File: config.mk
export PLATFORM = sky130hd
export DESIGN_NAME = vga_timing_gen
export DESIGN_NICKNAME = d
export VERILOG_FILES = /design/src/rtl/vga_timing_pkg.sv /design/src/rtl/vga_timing_gen_axis_counter.sv /design/src/rtl/vga_timing_gen.sv
export SDC_FILE = /design/constraint.sdc
export NUM_CORES = 1
export LEC_CHECK = 0
export ABC_AREA = 1
export CORE_MARGIN = 5
export CORE_UTILIZATION = 50
export DETAILED_ROUTE_END_ITERATION = 7
export GPL_ROUTABILITY_DRIVEN = 0
export PLACE_DENSITY = 0.93
export SLEW_MARGIN = 20
export SYNTH_ARGS = -nofsm -noshare
export SYNTH_HDL_FRONTEND = slang
export SYNTH_SLANG_ARGS = --single-unit
File: constraint.sdc
create_clock -name vga_clk -period 3 [get_ports vga_clk]
set_input_delay 0.6 -clock vga_clk [delete_from_list [all_inputs] [get_ports vga_clk]]
set_output_delay 0.6 -clock vga_clk [all_outputs]
set_load 0.1 [all_outputs]
File: src/rtl/vga_timing_pkg.sv
// rtl/vga_timing_pkg.sv - 640x480@60 timing constants and RGB565 colours shared by the vga_display stages
package vga_timing_pkg;

    typedef logic [9:0]  coord_t;
    typedef logic [15:0] rgb565_t;

    localparam int H_SYNC_DEF  = 96;
    localparam int H_BACK_DEF  = 48;
    localparam int H_DISP_DEF  = 640;
    localparam int H_FRONT_DEF = 16;
    localparam int V_SYNC_DEF  = 2;
    localparam int V_BACK_DEF  = 33;
    localparam int V_DISP_DEF  = 480;
    localparam int V_FRONT_DEF = 10;

    localparam int H_TOTAL = H_SYNC_DEF + H_BACK_DEF + H_DISP_DEF + H_FRONT_DEF;
    localparam int V_TOTAL = V_SYNC_DEF + V_BACK_DEF + V_DISP_DEF + V_FRONT_DEF;
    localparam int H_ACT   = H_SYNC_DEF + H_BACK_DEF;
    localparam int V_ACT   = V_SYNC_DEF + V_BACK_DEF;

    localparam rgb565_t BLACK = 16'h0000;
    localparam rgb565_t WHITE = 16'hFFFF;
    localparam rgb565_t RED   = 16'hF800;
    localparam rgb565_t GREEN = 16'h07E0;
    localparam rgb565_t BLUE  = 16'h001F;

endpackage

File: src/rtl/vga_timing_gen_axis_counter.sv
// rtl/vga_timing_gen_axis_counter.sv - wrapping position counter for one raster axis
module vga_axis_counter #(
    parameter int TOTAL = 800,
    parameter int WIDTH = 10
) (
    input  logic             vga_clk,
    input  logic             sys_rst_n,
    input  logic             inc,
    output logic [WIDTH-1:0] cnt,
    output logic             wrap
);

    localparam logic [WIDTH-1:0] LAST = WIDTH'(TOTAL - 1);

    // wrap marks the edge on which this axis rolls over, so it can drive the next axis
    assign wrap = inc && (cnt == LAST);

    always_ff @(posedge vga_clk or negedge sys_rst_n) begin
        if (!sys_rst_n) begin
            cnt <= '0;
        end else if (wrap) begin
            cnt <= '0;
        end else if (inc) begin
            cnt <= cnt + 1'b1;
        end
    end

endmodule

File: src/rtl/vga_timing_gen.sv
// rtl/vga_timing_gen.sv - VGA raster timing generator with one-cycle-early pixel coordinate requests
module vga_timing_gen
    import vga_timing_pkg::*;
#(
    parameter int H_SYNC  = H_SYNC_DEF,
    parameter int H_BACK  = H_BACK_DEF,
    parameter int H_DISP  = H_DISP_DEF,
    parameter int H_FRONT = H_FRONT_DEF,
    parameter int V_SYNC  = V_SYNC_DEF,
    parameter int V_BACK  = V_BACK_DEF,
    parameter int V_DISP  = V_DISP_DEF,
    parameter int V_FRONT = V_FRONT_DEF
) (
    input  logic        vga_clk,
    input  logic        sys_rst_n,
    input  logic [15:0] pixel_data,
    output logic [9:0]  pixel_xpos,
    output logic [9:0]  pixel_ypos,
    output logic        vga_hs,
    output logic        vga_vs,
    output logic        vga_de,
    output logic [15:0] vga_rgb,
    output logic        frame_start
);

    localparam int HTOT = H_SYNC + H_BACK + H_DISP + H_FRONT;
    localparam int VTOT = V_SYNC + V_BACK + V_DISP + V_FRONT;

    localparam coord_t HS_END = coord_t'(H_SYNC);
    localparam coord_t VS_END = coord_t'(V_SYNC);
    localparam coord_t HA_LO  = coord_t'(H_SYNC + H_BACK);
    localparam coord_t HA_HI  = coord_t'(H_SYNC + H_BACK + H_DISP);
    localparam coord_t HR_LO  = coord_t'(H_SYNC + H_BACK - 1);
    localparam coord_t HR_HI  = coord_t'(H_SYNC + H_BACK - 1 + H_DISP);
    localparam coord_t VA_LO  = coord_t'(V_SYNC + V_BACK);
    localparam coord_t VA_HI  = coord_t'(V_SYNC + V_BACK + V_DISP);

    coord_t h_cnt;
    coord_t v_cnt;
    logic   h_wrap;
    logic   v_wrap;
    logic   v_active;
    logic   pixel_req;

    vga_axis_counter #(.TOTAL(HTOT), .WIDTH(10)) u_h_counter (
        .vga_clk   (vga_clk),
        .sys_rst_n (sys_rst_n),
        .inc       (1'b1),
        .cnt       (h_cnt),
        .wrap      (h_wrap)
    );

    vga_axis_counter #(.TOTAL(VTOT), .WIDTH(10)) u_v_counter (
        .vga_clk   (vga_clk),
        .sys_rst_n (sys_rst_n),
        .inc       (h_wrap),
        .cnt       (v_cnt),
        .wrap      (v_wrap)
    );

    assign vga_hs   = (h_cnt >= HS_END);
    assign vga_vs   = (v_cnt >= VS_END);
    assign v_active = (v_cnt >= VA_LO) && (v_cnt < VA_HI);

    // Requests lead vga_de by one pixel to hide the display stage's register
    assign pixel_req  = v_active && (h_cnt >= HR_LO) && (h_cnt < HR_HI);
    assign vga_de     = v_active && (h_cnt >= HA_LO) && (h_cnt < HA_HI);
    assign pixel_xpos = pixel_req ? (h_cnt - HR_LO) : '0;
    assign pixel_ypos = pixel_req ? (v_cnt - VA_LO) : '0;
    assign vga_rgb    = vga_de ? pixel_data : BLACK;

    // v_wrap only fires on the last pixel of the last line, so the pulse lands on the wrapped (0,0)
    always_ff @(posedge vga_clk or negedge sys_rst_n) begin
        if (!sys_rst_n) begin
            frame_start <= 1'b0;
        end else begin
            frame_start <= v_wrap;
        end
    end

endmodule

[Word-level counts from Yosys, hierarchy flattened]
Index checks and enable logic that the tools add are counted.
Storage, ports and cells
  input port bits: 18
  word-level logic and storage cells: 30
  register bits after elaboration: 21
Operators by class
  add/sub/neg operators: 4
  reductions and logical operators: 7
  muxes and demuxes: 6
  magnitude comparators: 8
  equal/unequal tests: 2
Operators by type and width (count)
  2-to-1 mux 10 bit: 5
  less-than comparator 10 bit, second input constant: 3
  adder 10 x 1 -> 10 bit, second input constant: 2
  == test 10 bit, second input constant: 2
  >= comparator 10 x 8 -> 1 bit, second input constant: 2
  2-to-1 mux 16 bit: 1
  >= comparator 10 x 2 -> 1 bit, second input constant: 1
  >= comparator 10 x 6 -> 1 bit, second input constant: 1
  >= comparator 10 x 7 -> 1 bit, second input constant: 1
  subtractor 10 x 6 -> 10 bit, second input constant: 1
  subtractor 10 x 8 -> 10 bit, second input constant: 1
  logical AND 1 bit: 6
  nonzero test 2 bit: 1

[Longest topological paths before layout]
Gate-level depths: netlist (run 1).
  word-level depth: 5
  depth in mapped cells: 10
  mapped depth without buffers: 9

[Cells and area by module]
A second synthesis (run 1) with hierarchy kept.
Unflattened totals
  cells, all modules: 344
  area total of the unflattened synthesis: 2130.8 sq um
Modules (own cells, without submodules)
  vga_timing_gen: times used 1, area an instance 914.6 sq um, cells an instance 171
  vga_axis_counter (u_v_counter): times used 1, area an instance 609.3 sq um, cells an instance 87
  vga_axis_counter (u_h_counter): times used 1, area an instance 606.8 sq um, cells an instance 86

[Worst setup path before layout (run 1)]
No wires, ideal clock.
  kind: register to output
  start: register u_v_counter.cnt[0]
  end: output vga_vs
  path buffers: 0
  slack: -0.452 ns
  stages on the path, launching flop included: 5
  data required time: 2.400 ns
  arrival: 2.852 ns
  cell sequence: dfrtp_1 -> inv_1 -> ha_1 -> nand3_1 -> o21ai_0
On the way
  cells in the longest elaborated chain, start to end: 1
RTL lines
  start: declaration: line vga_timing_gen_axis_counter.sv:9  | output logic [WIDTH-1:0] cnt,
  start signal: assignment: line vga_timing_gen_axis_counter.sv:24  | cnt <= cnt + 1'b1;
  >= comparator 10 x 2 -> 1 bit: line vga_timing_gen.sv:62  | assign vga_vs = (v_cnt >= VS_END);
  end: declaration: line vga_timing_gen.sv:20  | output logic vga_vs,
No other way between the ends.

[Worst setup path in the final report (run 1)]
  start: register u_h_counter.cnt[0]
  end: output pixel_xpos[5]
On the way
  cells in the longest elaborated chain, start to end: 4
  elaborated cells on any way between the ends: 6
RTL lines
  start: declaration: line vga_timing_gen_axis_counter.sv:9
  start signal: assignment: line vga_timing_gen_axis_counter.sv:24
  >= comparator 10 x 8 -> 1 bit: line vga_timing_gen.sv:66  | assign pixel_req = v_active && (h_cnt >= HR_LO) && (h_cnt < HR_HI);
  logical AND 1 bit (2 in a row): line vga_timing_gen.sv:66
  2-to-1 mux 10 bit (*): line vga_timing_gen.sv:68  | assign pixel_xpos = pixel_req ? (h_cnt - HR_LO) : '0;
  end: declaration: line vga_timing_gen.sv:17  | output logic [9:0] pixel_xpos,
Mark *: on every way between the ends. The rest lies on a longest branch, timed or not.

==> results.cfg, run 1 <==
[timing]
hold_ws_ns = 0.5900
setup_viol = 0
fin_skew_ns = 0.008201
timing.fmax_mhz = 354.1
rsz0062_at_grt = false
hold_violations = 0
finalMaxSlewViolations = 0
timing.final.crit_share = 0.9413
slew_headroom = 0.6300
tightest_slew_ns = 0.5532
fin_crit_ns = 2.824

[drt]
vias_per_cell = 5.085
drt_iter0_markers = 143
wire_per_inst_um = 13.13
ant_nets = 0
dr.pass1.iters = 5
drcViolationCount = 0
routed_wl_um = 5226
via_count = 2024

[yosys]
async_flop_share = 1.000
synth_seq_area_share = 0.2547
ys_types = 31
synth_ff_type = dfrtp_1
synth_common_cells = 67 x nand2_1, 53 x inv_1, 33 x nor2_1, 21 x dfrtp_1
synth_top_area_share = 0.2547
synth_area_leaders = dfrtp_1 25%, nand2_1 12%, inv_1 9.6%, nor2_4 7.1%, nor2_2 6.1%
yosysMostFrequentCell = nand2_1
synthCells = 298
syn_nets = 321
synth.avg_cell_area_sq_um = 6.924
yosys.area.top_type = dfrtp_1
synth_edf_count = 0
synth_seq_cells = 21
syn_area_sq_um = 2063
yosysWarnings = 0

[cts]
cts_sinks = 21
cts-root-buf = clkbuf_8
cts_tree = built
cts_buffer_depth = 2
htree_levels = 1
clk_pin_slew_ns = 0.08
clk_latency_ns = 0.27
cts_setup_buffers = 0
cts_buffers = 3

[layout]
fin_area_sq_um = 3000
area_growth_pct = 45.42
finalNetCount = 372
diodes = 0
filler_cell_count = 254
fin_cells = 398
drive_gt1_frac = 0.2759
postLayoutCoreUtil = 0.7501

[flow_run]
drv_cap = 0

[die]
io_pins = 58
die_area_sq_um = 5511
die_x_um = 74.24
fp.dieH_um = 74.24
start_util = 0.5158
rows = 23
coreArea_sq_um = 4000

[place]
port-buffer-count = 57
place_area_sq_um = 2950
dp.cells = 394
hpwl_um = 4159

[pwr]
p_leak_nw = 1.539
ir_drop_mv = 0.1571
p_per_area_nw_per_um2 = 172.8
finalPower_uw = 518.4

[setup_path]
arrival_ns = 2.22
critPathKind = flop to output port
cp.required_ns = 2.40
endpoint_kind = output port
crit_path_start_kind = flop
worstPathMaxFanout = 20
r2r_slack_ns = 1.01

[global_route]
grt_pass1_vias = 1889
grt_pass1_wl_um = 8466
grt_overflow = 0
antenna_found_initial = 0
grtUsageTotal = 0.1943
grt_max_degree = 22

[run_status]
outcome = complete, no violations

[hold_path]
holdCritPathClass = flop to flop
where the power goes:
part           switching [mW]  leakage (nW)  total (mW)  internal, mW
combinational          0.0149          1.24      0.0366        0.0217
clock                   0.104        0.0228       0.199        0.0951
sequential                  0         0.279       0.283         0.283
total                   0.119          1.54       0.518         0.400
cell type report:
type | instances | area, sq um | area share
multi-input cells | 208 | 1212 | 0.4041
flip-flops and latches | 21 | 525.5 | 0.1751
inverters | 57 | 214.0 | 0.07131
well taps | 50 | 62.56 | 0.02085
repair buffers | 58 | 940.9 | 0.3136
clock buffers | 4 | 45.04 | 0.01501
critical path, stage by stage (launching register included):
cell and delay, ns:
dfrtp_1 0.46, ha_1 0.28, nand3_4 0.15, nor2_2 0.16, nor2_1 0.06, nor2_1 0.17
nand2_4 0.25, nor2_2 0.24, buf_12 0.20
per-layer routing:
layer / GRT usage / wire (um) / part of all wire
met4: 0.06126 / 122 / 0.023
met1: 0.2273 / 2014 / 0.39
met5: 0 / 0 / 0
met2: 0.3543 / 2527 / 0.48
met3: 0.04054 / 562 / 0.11
placed cells by master, fill, tap and decap left out, drive strengths merged:
master / n
nand3: 22
xnor2: 1
xor2: 13
a21o: 1
nand2: 74
inv: 57
buf: 41
a21oi: 4
ha: 5
clkdlybuf4s50: 17
nand4: 5
nor3: 4
nor2: 68
o211ai: 1
o21ai: 10
dfrtp: 21
clkbuf: 4
stage by stage:
stage,setup slack [ns],TNS (ns)
final,0.1762,0
after global placement,0.3731,0
after global routing,0.05810,0
after floorplan,-0.02175,-0.1522
after detailed placement,0.3276,0
after CTS,0.02594,0
flip-flops by register name, summed over array words and instances, names as in the netlist:
signal and flops:
frame_start 1, u_h_counter.cnt 10, u_v_counter.cnt 10
cell families (layout without fill, tap and decap cells):
family / after synthesis / in the layout / synth area share
buffers and inverters: 69 / 119 / 0.1601
adders and majority gates: 5 / 5 / 0.03032
AOI/OAI and AO/OA: 16 / 16 / 0.04670
xor gates and xnor gates: 14 / 14 / 0.05943
and+or+nand+nor: 173 / 173 / 0.4488
DFF: 21 / 21 / 0.2547
repair_timing:
item | in CTS | in global routing
setup endpoints to repair | 0 | 20
gates resized for setup | 0 | 1
hold buffers | 0 | 0
endpoints found under the hold margin | 0 | 0
worst paths after layout:
path	from	end	cells after the start
min in group asynchronous	sys_rst_n	u_h_counter.cnt[6]	2
max reg2reg	u_h_counter.cnt[0]	u_v_counter.cnt[1]	6
min	u_h_counter.cnt[0]	u_h_counter.cnt[0]	1
max in group asynchronous	sys_rst_n	u_v_counter.cnt[7]	2
max	u_h_counter.cnt[0]	pixel_xpos[5]	8
min reg2reg	u_h_counter.cnt[0]	u_h_counter.cnt[0]	1
(Power assumes the default switching activity.)
==> run 2, diff against run 1 <==
--- a/config.mk
+++ b/config.mk
@@ -10,8 +10,9 @@
 export CORE_UTILIZATION = 50
 export DETAILED_ROUTE_END_ITERATION = 7
 export GPL_ROUTABILITY_DRIVEN = 0
-export PLACE_DENSITY = 0.93
+export PLACE_DENSITY = 0.87
 export SLEW_MARGIN = 20
 export SYNTH_ARGS = -nofsm -noshare
 export SYNTH_HDL_FRONTEND = slang
 export SYNTH_SLANG_ARGS = --single-unit
+export TNS_END_PERCENT = 50
==> constraint.sdc (replaced) <==
create_clock -name vga_clk -period 3.25 [get_ports vga_clk]
set_input_delay 0.65 -clock vga_clk [delete_from_list [all_inputs] [get_ports vga_clk]]
set_output_delay 0.65 -clock vga_clk [all_outputs]
set_load 0.1 [all_outputs]
==> run 2 against run 1 <==
Net effect:
- power decreased by 9.3%
- count of clock-buffer cells in the layout unchanged
- via count decreased by 2.0%
- register-to-register slack improved by 0.27 ns
- first-iteration DRC count decreased by 44%
- sequential power decreased by 7.8%
- clock power decreased by 11%
- worst hold slack got worse by 0.26 ns
- cell area decreased by 1.0%
- critical path type unchanged
==> results.cfg, run 2 (synthesis gave the netlist of run 1 again) <==
[run_status]
outcome = complete, no violations

[layout]
fin_cells = 397
area_growth_pct = 43.97
reg_top3 = u_h_counter.cnt: 10 flops, u_v_counter.cnt: 10 flops, frame_start: 1 flops
finalNetCount = 371
fin_area_sq_um = 2970
layout_common_cells = 67 x nand2_1, 53 x inv_1, 36 x buf_12, 33 x nor2_1, 21 x dfrtp_1
drive_gt1_frac = 0.2767
layout_commonest_cell = nand2_1
multi_input_area_sq_um = 1207
filler_cell_count = 277
diodes = 0
register_area_sq_um = 525.5

[global_route]
grt_max_degree = 22
grt_pass1_wl_um = 8362
antenna_found_initial = 0
grt_pass1_vias = 1909
grtUsageTotal = 0.1959
grt_overflow = 0

[drt]
vias_per_cell = 4.995
via_count = 1983
routed_wl_um = 5098
wire_per_inst_um = 12.84
drcViolationCount = 0
ant_nets = 0
dr.pass1.iters = 4
drt_iter0_markers = 80

[setup_path]
slowest_delay_ns = 0.46
endpoint_kind = output port
worstPathBufferInverterCount = 2
worstPathMaxFanout = 20
crit_path_start_kind = flop
arrival_ns = 2.32
path_cells = ha_1 -> inv_1 -> nand3_1 -> nor2_1 -> nor2_1 -> nor2_4 -> nand2_2 -> nor2_2 -> buf_12
cp_slowest_cell = dfrtp_1
timing.rr.start = u_h_counter.cnt[0]
cpMostUsedCell = nor2_1
critPathKind = flop to output port
cp.required_ns = 2.60
crit_family = simple AND/OR/NAND/NOR gates
setup.worst_path.start = u_v_counter.cnt[0]

[die]
die_x_um = 74.24
start_util = 0.5158
die_area_sq_um = 5511
fp.dieH_um = 74.24
io_pins = 58
coreArea_sq_um = 4000
rows = 23

[cts]
cts_setup_buffers = 0
htree_levels = 1
clk_latency_ns = 0.27
holdBufCountCts = 0
cts_resized = 0
cts_sinks = 21
cts-root-buf = clkbuf_8
cts_tree = built
cts_buffer_depth = 2
cts_buffers = 3
clk_pin_slew_ns = 0.08

[place]
place_area_sq_um = 2930
hpwl_um = 4096
port-buffer-count = 57
dp.cells = 393

[timing]
fin_crit_ns = 2.971
finalMaxSlewViolations = 0
tightest_slew_ns = 0.6228
slew_headroom = 0.5833
hold_violations = 0
hold_ws_ns = 0.3280
tns_ns = 0
setup_viol = 0
fin_skew_ns = 0.005390
rsz0062_at_grt = false
timing.final.crit_share = 0.9141
timing.fmax_mhz = 336.6

[pwr]
switchingPower_uw = 103.1
p_leak_nw = 1.516
switching_share = 0.2192
clockPowerShare = 0.377
p_per_area_nw_per_um2 = 158.3
seq_power_share = 0.555
ir_drop_mv = 0.1709
pwr-share-comb = 0.068
p_int_uw = 367.2

[flow_run]
drv_cap = 0

[hold_path]
holdCritPathClass = input pin to asynchronous set/reset pin
[run 2: cell types whose count changed in the layout (fill, tap and decap cells not counted)]
| cell | delta |
|---|---|
| buf_2 | +1 |
| buf_12 | -1 |
| nand2_4 | -1 |
| clkdlybuf4s50_1 | -1 |
| nand2_2 | +1 |
[run 2: worst paths after layout]
| check | end | slack (ns) | cells past startpoint |
|---|---|---|---|
| max | pixel_xpos[7] | 0.28 | 9 |
| min in group vga_clk | u_h_counter.cnt[0] | 0.57 | 1 |
| max reg2reg | u_v_counter.cnt[4] | 1.28 | 6 |
| max in group asynchronous | frame_start | 2.60 | 1 |
| min reg2reg | u_h_counter.cnt[0] | 0.57 | 1 |
| min | u_v_counter.cnt[0] | 0.33 | 1 |
[run 2: power by group through the flow]
stage	registers (mW)	clock network (mW)	logic, mW
final	0.261	0.177	0.0321
after global routing	0.261	0.188	0.0350
after CTS	0.261	0.182	0.0335
after detailed placement	0.266	0	0.0332
after global placement	0.266	0	0.0319
after floorplan	0.266	0	0.00687
[run 2: metal layers]
| metal | track usage | vias to the layer above | wire length [um] |
|---|---|---|---|
| met3 | 0.03243 | 15 | 510 |
| met2 | 0.3465 | 87 | 2479 |
| met5 | 0 | - | 0 |
| met1 | 0.2259 | 900 | 1949 |
| li1 | - | 981 | - |
| met4 | 0.1028 | 0 | 158 |
[run 2: final cells by class]
class / instances / area share
inverter: 57 / 0.07203
tap: 50 / 0.02106
multi-input combinational: 208 / 0.4065
sequential: 21 / 0.1769
timing repair buffer: 57 / 0.3083
clock buffer: 4 / 0.01516
[run 2: through the flow]
stage | util | setup WS [ns] | total power [mW]
3_3_place_gp | 0.7326 | 0.6225 | 0.2982
4_1_cts | 0.7438 | 0.2611 | 0.4768
5_1_grt | 0.7426 | 0.08200 | 0.4836
3_5_place_dp | 0.7326 | 0.5662 | 0.2995
6_report | 0.7426 | 0.2793 | 0.4703
2_1_floorplan | - | 0.1783 | 0.2732
